==> src/rtl/ysyx_23060025_lsu_if.sv <==
// Bundle of the LSU's three handshakes: EXU->LSU issue, LSU->memory bus, LSU->WBU writeback.
// slave = the LSU itself, master = the surrounding pipeline/bus environment.
interface ysyx_23060025_lsu_if #(
  parameter int DATA_LEN = 32
);
  logic                in_valid;
  logic                in_ready;
  logic [DATA_LEN-1:0] in_alu_result;
  logic [DATA_LEN-1:0] in_store_data;
  logic                in_mem_en;
  logic [3:0]          in_mem_op;
  logic [4:0]          in_rd;

  logic                mem_req_valid;
  logic                mem_req_ready;
  logic [DATA_LEN-1:0] mem_req_addr;
  logic                mem_req_wen;
  logic [DATA_LEN-1:0] mem_req_wdata;
  logic [3:0]          mem_req_wstrb;
  logic                mem_resp_valid;
  logic [DATA_LEN-1:0] mem_resp_rdata;
  logic                mem_resp_err;

  logic                out_valid;
  logic                out_ready;
  logic [DATA_LEN-1:0] out_data;
  logic [4:0]          out_rd;
  logic                out_err;

  modport slave (
    input  in_valid, in_alu_result, in_store_data, in_mem_en, in_mem_op, in_rd,
    output in_ready,
    output mem_req_valid, mem_req_addr, mem_req_wen, mem_req_wdata, mem_req_wstrb,
    input  mem_req_ready, mem_resp_valid, mem_resp_rdata, mem_resp_err,
    output out_valid, out_data, out_rd, out_err,
    input  out_ready
  );

  modport master (
    output in_valid, in_alu_result, in_store_data, in_mem_en, in_mem_op, in_rd,
    input  in_ready,
    input  mem_req_valid, mem_req_addr, mem_req_wen, mem_req_wdata, mem_req_wstrb,
    output mem_req_ready, mem_resp_valid, mem_resp_rdata, mem_resp_err,
    input  out_valid, out_data, out_rd, out_err,
    output out_ready
  );
endinterface

==> src/rtl/ysyx_23060025_lsu.sv <==
// Single-outstanding load/store unit: one bus transaction per instruction, lane alignment and extension.
// Optional misalignment trap enabled by defining YSYX_23060025_LSU_MISALIGN_TRAP_EN.
//
// state | meaning
// IDLE  | in_ready=1, waiting for an instruction from EXU
// REQ   | bus request presented, waiting for mem_req_ready
// RESP  | waiting for mem_resp_valid
// DONE  | writeback presented, waiting for out_ready
module ysyx_23060025_lsu #(
  parameter int DATA_LEN = 32
) (
  input  logic                       clk,
  input  logic                       rst,
  ysyx_23060025_lsu_if.slave         bus
);

  typedef enum logic [1:0] {
    S_IDLE = 2'd0,
    S_REQ  = 2'd1,
    S_RESP = 2'd2,
    S_DONE = 2'd3
  } state_t;

  state_t r_state;
  state_t w_state_nxt;

  logic                r_store;
  logic                r_unsigned;
  logic [1:0]          r_size;
  logic [1:0]          r_lane;
  logic [4:0]          r_rd;
  logic [DATA_LEN-1:0] r_req_addr;
  logic                r_req_wen;
  logic [DATA_LEN-1:0] r_req_wdata;
  logic [3:0]          r_req_wstrb;
  logic [DATA_LEN-1:0] r_out_data;
  logic [4:0]          r_out_rd;
  logic                r_out_err;

  logic                w_accept;
  logic                w_illegal;
  logic                w_misalign;
  logic                w_trap;
  logic                w_is_store;
  logic                w_resp_done;
  logic                w_in_ready;
  logic                w_req_valid;
  logic                w_out_valid;
  logic [DATA_LEN-1:0] w_wdata;
  logic [3:0]          w_wstrb;
  logic [7:0]          w_byte;
  logic [15:0]         w_half;
  logic [DATA_LEN-1:0] w_load_data;

  assign w_accept    = bus.in_valid & (r_state == S_IDLE);
  assign w_illegal   = (bus.in_mem_op[1:0] == 2'b11);
  assign w_is_store  = bus.in_mem_op[3];
  assign w_resp_done = (r_state == S_RESP) & bus.mem_resp_valid;

`ifdef YSYX_23060025_LSU_MISALIGN_TRAP_EN
  assign w_misalign = ((bus.in_mem_op[1:0] == 2'b01) & bus.in_alu_result[0]) |
                      ((bus.in_mem_op[1:0] == 2'b10) & (|bus.in_alu_result[1:0]));
`else
  assign w_misalign = 1'b0;
`endif

  assign w_trap = bus.in_mem_en & (w_illegal | w_misalign);

  always_ff @(posedge clk or posedge rst) begin
    if (rst) r_state <= S_IDLE;
    else     r_state <= w_state_nxt;
  end

  always_comb begin
    w_state_nxt = r_state;
    w_in_ready  = 1'b0;
    w_req_valid = 1'b0;
    w_out_valid = 1'b0;
    case (r_state)
      S_IDLE: begin
        w_in_ready = 1'b1;
        if (bus.in_valid) begin
          if (!bus.in_mem_en || w_trap) w_state_nxt = S_DONE;
          else                          w_state_nxt = S_REQ;
        end
      end
      S_REQ: begin
        w_req_valid = 1'b1;
        if (bus.mem_req_ready) w_state_nxt = S_RESP;
      end
      S_RESP: begin
        if (bus.mem_resp_valid) w_state_nxt = S_DONE;
      end
      S_DONE: begin
        w_out_valid = 1'b1;
        if (bus.out_ready) w_state_nxt = S_IDLE;
      end
      default: w_state_nxt = S_IDLE;
    endcase
  end

  // Store data replicated across lanes so the strobe alone picks the target bytes.
  always_comb begin
    w_wdata = bus.in_store_data;
    w_wstrb = 4'b0000;
    case (bus.in_mem_op[1:0])
      2'b00: begin
        w_wdata = {4{bus.in_store_data[7:0]}};
        w_wstrb = 4'b0001 << bus.in_alu_result[1:0];
      end
      2'b01: begin
        w_wdata = {2{bus.in_store_data[15:0]}};
        w_wstrb = 4'b0011 << {bus.in_alu_result[1], 1'b0};
      end
      2'b10: begin
        w_wdata = bus.in_store_data;
        w_wstrb = 4'b1111;
      end
      default: begin
        w_wdata = bus.in_store_data;
        w_wstrb = 4'b0000;
      end
    endcase
  end

  assign w_byte = bus.mem_resp_rdata[{r_lane, 3'b000} +: 8];
  assign w_half = r_lane[1] ? bus.mem_resp_rdata[31:16] : bus.mem_resp_rdata[15:0];

  always_comb begin
    w_load_data = bus.mem_resp_rdata;
    case (r_size)
      2'b00:   w_load_data = {{(DATA_LEN-8){~r_unsigned & w_byte[7]}}, w_byte};
      2'b01:   w_load_data = {{(DATA_LEN-16){~r_unsigned & w_half[15]}}, w_half};
      default: w_load_data = bus.mem_resp_rdata;
    endcase
  end

  always_ff @(posedge clk or posedge rst) begin
    if (rst) begin
      r_store     <= 1'b0;
      r_unsigned  <= 1'b0;
      r_size      <= 2'b00;
      r_lane      <= 2'b00;
      r_rd        <= 5'd0;
      r_req_addr  <= '0;
      r_req_wen   <= 1'b0;
      r_req_wdata <= '0;
      r_req_wstrb <= 4'b0000;
      r_out_data  <= '0;
      r_out_rd    <= 5'd0;
      r_out_err   <= 1'b0;
    end else begin
      if (w_accept) begin
        r_store     <= w_is_store;
        r_unsigned  <= bus.in_mem_op[2];
        r_size      <= bus.in_mem_op[1:0];
        r_lane      <= bus.in_alu_result[1:0];
        r_rd        <= bus.in_rd;
        r_req_addr  <= {bus.in_alu_result[DATA_LEN-1:2], 2'b00};
        r_req_wen   <= bus.in_mem_en & w_is_store & ~w_trap;
        r_req_wdata <= (bus.in_mem_en & w_is_store) ? w_wdata : '0;
        r_req_wstrb <= (bus.in_mem_en & w_is_store & ~w_trap) ? w_wstrb : 4'b0000;
        if (!bus.in_mem_en) begin
          r_out_data <= bus.in_alu_result;
          r_out_rd   <= bus.in_rd;
          r_out_err  <= 1'b0;
        end else if (w_trap) begin
          r_out_data <= '0;
          r_out_rd   <= 5'd0;
          r_out_err  <= 1'b1;
        end
      end
      if (w_resp_done) begin
        r_out_data <= r_store ? '0 : w_load_data;
        r_out_rd   <= r_store ? 5'd0 : r_rd;
        r_out_err  <= bus.mem_resp_err;
      end
    end
  end

  assign bus.in_ready      = w_in_ready;
  assign bus.mem_req_valid = w_req_valid;
  assign bus.mem_req_addr  = r_req_addr;
  assign bus.mem_req_wen   = r_req_wen;
  assign bus.mem_req_wdata = r_req_wdata;
  assign bus.mem_req_wstrb = r_req_wstrb;
  assign bus.out_valid     = w_out_valid;
  assign bus.out_data      = r_out_data;
  assign bus.out_rd        = r_out_rd;
  assign bus.out_err       = r_out_err;

endmodule

==> src/flat_wrapper.sv <==
// flat-port wrapper written by rule: the top's interface ports become plain ports
module ysyx_23060025_lsu_flat 
#(
  parameter int DATA_LEN = 32
)
  (clk, rst, bus_in_valid, bus_in_alu_result, bus_in_store_data, bus_in_mem_en, bus_in_mem_op, bus_in_rd, bus_in_ready, bus_mem_req_valid, bus_mem_req_addr, bus_mem_req_wen, bus_mem_req_wdata, bus_mem_req_wstrb, bus_mem_req_ready, bus_mem_resp_valid, bus_mem_resp_rdata, bus_mem_resp_err, bus_out_valid, bus_out_data, bus_out_rd, bus_out_err, bus_out_ready);
  ysyx_23060025_lsu_if #(.DATA_LEN(DATA_LEN)) bus_i ();
  input  logic clk;
  input  logic rst;
  input wire logic [$bits(bus_i.in_valid)-1:0] bus_in_valid;
  input wire logic [$bits(bus_i.in_alu_result)-1:0] bus_in_alu_result;
  input wire logic [$bits(bus_i.in_store_data)-1:0] bus_in_store_data;
  input wire logic [$bits(bus_i.in_mem_en)-1:0] bus_in_mem_en;
  input wire logic [$bits(bus_i.in_mem_op)-1:0] bus_in_mem_op;
  input wire logic [$bits(bus_i.in_rd)-1:0] bus_in_rd;
  output wire logic [$bits(bus_i.in_ready)-1:0] bus_in_ready;
  output wire logic [$bits(bus_i.mem_req_valid)-1:0] bus_mem_req_valid;
  output wire logic [$bits(bus_i.mem_req_addr)-1:0] bus_mem_req_addr;
  output wire logic [$bits(bus_i.mem_req_wen)-1:0] bus_mem_req_wen;
  output wire logic [$bits(bus_i.mem_req_wdata)-1:0] bus_mem_req_wdata;
  output wire logic [$bits(bus_i.mem_req_wstrb)-1:0] bus_mem_req_wstrb;
  input wire logic [$bits(bus_i.mem_req_ready)-1:0] bus_mem_req_ready;
  input wire logic [$bits(bus_i.mem_resp_valid)-1:0] bus_mem_resp_valid;
  input wire logic [$bits(bus_i.mem_resp_rdata)-1:0] bus_mem_resp_rdata;
  input wire logic [$bits(bus_i.mem_resp_err)-1:0] bus_mem_resp_err;
  output wire logic [$bits(bus_i.out_valid)-1:0] bus_out_valid;
  output wire logic [$bits(bus_i.out_data)-1:0] bus_out_data;
  output wire logic [$bits(bus_i.out_rd)-1:0] bus_out_rd;
  output wire logic [$bits(bus_i.out_err)-1:0] bus_out_err;
  input wire logic [$bits(bus_i.out_ready)-1:0] bus_out_ready;
  assign bus_i.in_valid = bus_in_valid;
  assign bus_i.in_alu_result = bus_in_alu_result;
  assign bus_i.in_store_data = bus_in_store_data;
  assign bus_i.in_mem_en = bus_in_mem_en;
  assign bus_i.in_mem_op = bus_in_mem_op;
  assign bus_i.in_rd = bus_in_rd;
  assign bus_in_ready = bus_i.in_ready;
  assign bus_mem_req_valid = bus_i.mem_req_valid;
  assign bus_mem_req_addr = bus_i.mem_req_addr;
  assign bus_mem_req_wen = bus_i.mem_req_wen;
  assign bus_mem_req_wdata = bus_i.mem_req_wdata;
  assign bus_mem_req_wstrb = bus_i.mem_req_wstrb;
  assign bus_i.mem_req_ready = bus_mem_req_ready;
  assign bus_i.mem_resp_valid = bus_mem_resp_valid;
  assign bus_i.mem_resp_rdata = bus_mem_resp_rdata;
  assign bus_i.mem_resp_err = bus_mem_resp_err;
  assign bus_out_valid = bus_i.out_valid;
  assign bus_out_data = bus_i.out_data;
  assign bus_out_rd = bus_i.out_rd;
  assign bus_out_err = bus_i.out_err;
  assign bus_i.out_ready = bus_out_ready;
  ysyx_23060025_lsu #(.DATA_LEN(DATA_LEN)) u_core (.clk(clk), .rst(rst), .bus(bus_i));
endmodule
==> config.mk <==
export PLATFORM = sky130hd
export DESIGN_NAME = ysyx_23060025_lsu_flat
export DESIGN_NICKNAME = d
export VERILOG_FILES = /design/src/rtl/ysyx_23060025_lsu_if.sv /design/src/rtl/ysyx_23060025_lsu.sv /design/src/flat_wrapper.sv
export SDC_FILE = /design/constraint.sdc
export NUM_CORES = 1
export LEC_CHECK = 0
export ABC_CLOCK_PERIOD_IN_PS = 5950
export BUFFER_PORTS_ARGS = -buffer_cell sky130_fd_sc_hd__buf_2
export CELL_PAD_IN_SITES_DETAIL_PLACEMENT = 1
export CELL_PAD_IN_SITES_GLOBAL_PLACEMENT = 1
export CORE_MARGIN = 3
export CORE_UTILIZATION = 39
export CTS_CLUSTER_DIAMETER = 60
export CTS_CLUSTER_SIZE = 8
export DETAILED_ROUTE_END_ITERATION = 10
export GPL_ROUTABILITY_DRIVEN = 1
export PLACE_DENSITY_LB_ADDON = 0.1
export SETUP_SLACK_MARGIN = 0.15
export SLEW_MARGIN = 15
export SYNTH_ARGS = -nofsm -noshare
export SYNTH_HDL_FRONTEND = slang
export SYNTH_SLANG_ARGS = --single-unit
export TNS_END_PERCENT = 50
==> constraint.sdc <==
create_clock -name clk -period 5.95 [get_ports clk]
set_input_delay 1.19 -clock clk [delete_from_list [all_inputs] [get_ports clk]]
set_output_delay 1.19 -clock clk [all_outputs]
set_load 0.01 [all_outputs]
==> results by group <==
Timing
  • RSZ-0062 raised after global routing: no
  • Final period util: 0.538
  • Hold slack final: 0.467 ns
  • Fin. Hold Viols: 0
  • Setup violators final: 0
  • Max-slew violations: 0
  • Final worst path period need: 3.20 ns
  • Slew @ Worst Pin: 1.09 ns
  • Setup ws final: 2.75 ns
  • Clock Skews: 0.00703 ns
  • Slew headroom: 0.267
  • Setup Total Neg Slack: 0 ns
  • Max Fclk: 312 MHz

Worst setup path
  • Bufs and invs on worst path: 1
  • Worst setup EP type: flop
  • Worst EP arrival: 3.45 ns
  • Critical path cell sequence: buf_2 -> and2_2 -> nand2_1 -> a21oi_1 -> o22ai_1
  • CP max FO: 48
  • Biggest cell delay along the critical path: 0.82 ns
  • FF-to-FF End: u_core.bus.out_data[31]$_DFFE_PP0P_
  • FF-to-FF path depth: 6
  • Reg2reg setup slack: 2.78 ns
  • Crit Path Class: primary input to flop
  • Critical Path RT: 6.19 ns
  • Slowest cell on the critical path: and2_2
  • Top delay family on crit path: simple AND/OR/NAND/NOR gates
  • R2r startpoint: u_core.r_state[0]$_DFFE_PP0P_
  • Crit start category: primary input
  • Stages on worst setup path: 5

Worst hold path
  • End of the worst hold path: u_core.bus.mem_req_addr[30]$_DFFE_PP0P_
  • Worst hold start: u_core.bus.mem_req_addr[30]$_DFFE_PP0P_
  • Hold path depth: 2
  • Hold Crit Class: flop to flop

Yosys
  • Yosys warns: 0
  • Post-Synth Adder-Cell Area: 0.0108
  • Mean Syn Cell Area: 9.15 µm²
  • Largest family of logic cells by synthesized area: simple AND/OR/NAND/NOR gates
  • Synth Cell Area: 5810 µm²
  • Predominant post-synthesis flop cell: dfrtp_1
  • Simple-gate share of the synthesized area: 0.200
  • Mux cell area share after synthesis: 0.0557
  • Yosys top cell by area: dfrtp_1
  • Post-synth top cells: nand2_1, dfrtp_1, a21oi_1
  • FF+latch count, synth: 118
  • Synth top area cells: dfrtp_1, nand2_1, a21oi_1
  • Synth Area in XOR/XNOR: 0
  • Cells after Synth: 635
  • Compound-Gate Fraction of Synth Area: 0.180
  • Most frequent cell after synthesis: nand2_1
  • Synth unique cells: 40
  • EDFF count, synth: 0
  • Yosys top cell area share: 0.508
  • Async S/R FF share, synth: 1.00
  • Sequential fraction of the synthesis area: 0.508

Clock network
  • Setup Fix Bufs, Post-CTS: 0
  • CTS tree: done
  • Maximum clock path buffer count: 2
  • Clk slew on worst S/H paths: 0.05 ns
  • Root buffer cell: clkbuf_16
  • CTS H-tree depth: 4
  • Skew-Pair Late Insertion Delay: 0.42 ns
  • Post-cts resize count: 0
  • CTS Buf Count: 17
  • Clk sink count: 118
  • Post-cts hold buffer count: 0

GRT
  • Initial antenna violation count: 1
  • Total GRT Usage: 0.243
  • Largest net degree at the start of global routing: 97
  • Vias in the first global route: 5851
  • Grt ovf: 0
  • First-pass GRT wire length: 31200 µm

Final layout
  • Area occupied by multi-input gates: 2610 µm²
  • Post-layout util: 0.529
  • NumNets Final: 950
  • FILL cells: 1741
  • Reg area: 2950 µm²
  • Synth-to-layout area growth: 29.3%
  • Design area: 7520 µm²
  • Post-route insts no fill: 1024
  • Layout cell share with drive strength beyond 1: 0.326

Power
  • PD cells: 536 nW/µm²
  • Worst VDD drop: 353 µV
  • Leak: 3.85 nW
  • Power, Total: 4.03 mW

Placed design
  • DP Area: 6960 µm²
  • Placed Cells: 993
  • PortBufs: 220
  • Pre-CTS WS: 2.28 ns
  • Detailed placement HPWL: 14200 µm
  • RD Place Congestion: 0.826

Drt
  • Final wirelength: 20000 µm
  • DR vias: 5578
  • First-pass DRT Iterations: 6
  • 1st-iter DRT viols: 252
  • DRC violations left: 0
  • Vias per cell: 5.45
  • Post-route ant nets: 0
  • Wire per inst: 19.5 µm

Job
  • Max_cap viols: 0

Run status
  • Outcome: finished, final reports clean

Die
  • DIE WIDTH: 128 µm
  • Top-level I/O count: 223
  • Initial Util: 0.409
  • Die Y: 128 µm
  • CORE AREA: 14200 µm²
  • FP Rows: 43
  • Total die area: 16400 µm²
==> logic make-up after synthesis <==
family / count (synthesis)
adders and majority gates: 5
muxes: 30
other: 1
DFF: 118
AOI/OAI and AO/OA: 166
buffers and inverters: 57
and+or+nand+nor: 258
==> power breakdown <==
group	switching, mW	total, mW	leakage (nW)	internal (mW)
clock	0.366	0.974	0.272	0.609
sequential	0.237	1.41	1.51	1.17
combinational	1.01	1.64	2.06	0.638
total	1.61	4.03	3.85	2.42
==> worst max path at each step <==
stage / to / slack (ns) / from
floorplan: u_core.bus.mem_req_addr[10]$_DFFE_PP0P_ / 1.63 / rst
global placement: u_core.bus.out_data[7]$_DFFE_PP0P_ / 2.45 / bus_in_valid
detailed placement: u_core.bus.out_data[7]$_DFFE_PP0P_ / 2.28 / bus_in_valid
CTS: u_core.bus.out_data[31]$_DFFE_PP0P_ / 2.70 / bus_in_valid
global route: u_core.bus.out_data[27]$_DFFE_PP0P_ / 2.50 / u_core.r_state[0]$_DFFE_PP0P_
finish: u_core.bus.out_data[31]$_DFFE_PP0P_ / 2.75 / bus_in_valid
==> placed cells by master (no fill, tap or decap), types with 2 or more instances in the layout <==
cell type,count
nor2b_1,25
mux2_2,9
o221ai_1,5
nand3_1,2
nand2b_1,11
dfrtp_1,118
or3_1,7
or2_2,2
o22ai_1,19
a221oi_1,15
clkbuf_16,17
ha_1,5
clkinvlp_4,3
clkbuf_8,4
a211oi_1,8
conb_1,2
clkinv_2,5
nand2_1,165
o21ai_0,46
a21oi_1,56
nor3b_1,18
buf_2,220
nor2_1,23
buf_4,4
mux2i_1,20
inv_1,8
a22o_1,8
==> metal layers <==
metal	vias up	share of wire	GRT usage
met5	-	0	0
met4	0	0.028	0.101
met3	41	0.071	0.0600
met2	206	0.48	0.388
met1	2756	0.42	0.315
li1	2575	-	-
==> area by class of cell <==
| type | count | share of cell area |
|---|---|---|
| well taps | 180 | 0.0300 |
| inverters | 10 | 0.00533 |
| clock buffers | 21 | 0.0639 |
| clock inverters | 9 | 0.0103 |
| flip-flops and latches | 118 | 0.393 |
| diodes | 1 | 0.000333 |
| repair buffers | 224 | 0.150 |
| multi-input cells | 461 | 0.347 |
==> worst reg2reg max path, stage by stage, from the launching register on <==
cell and delay [ns]:
dfrtp_1 0.41, inv_1 0.14, ha_1 0.28, and2_2 0.85, nand2_1 0.81, a21oi_1 0.39
o22ai_1 0.13
==> registers in the layout (all words and copies together), names as in the netlist <==
register,flops
u_core.bus.mem_req_wdata,32
u_core.bus.out_data,32
u_core.bus.mem_req_addr,30
u_core.bus.out_rd,5
u_core.r_rd,5
u_core.bus.mem_req_wstrb,4
u_core.r_lane,2
u_core.r_size,2
u_core.r_state,2
u_core.bus.mem_req_wen,1
u_core.bus.out_err,1
u_core.r_store,1
u_core.r_unsigned,1
Note: power is estimated with default switching activity, not from simulation.
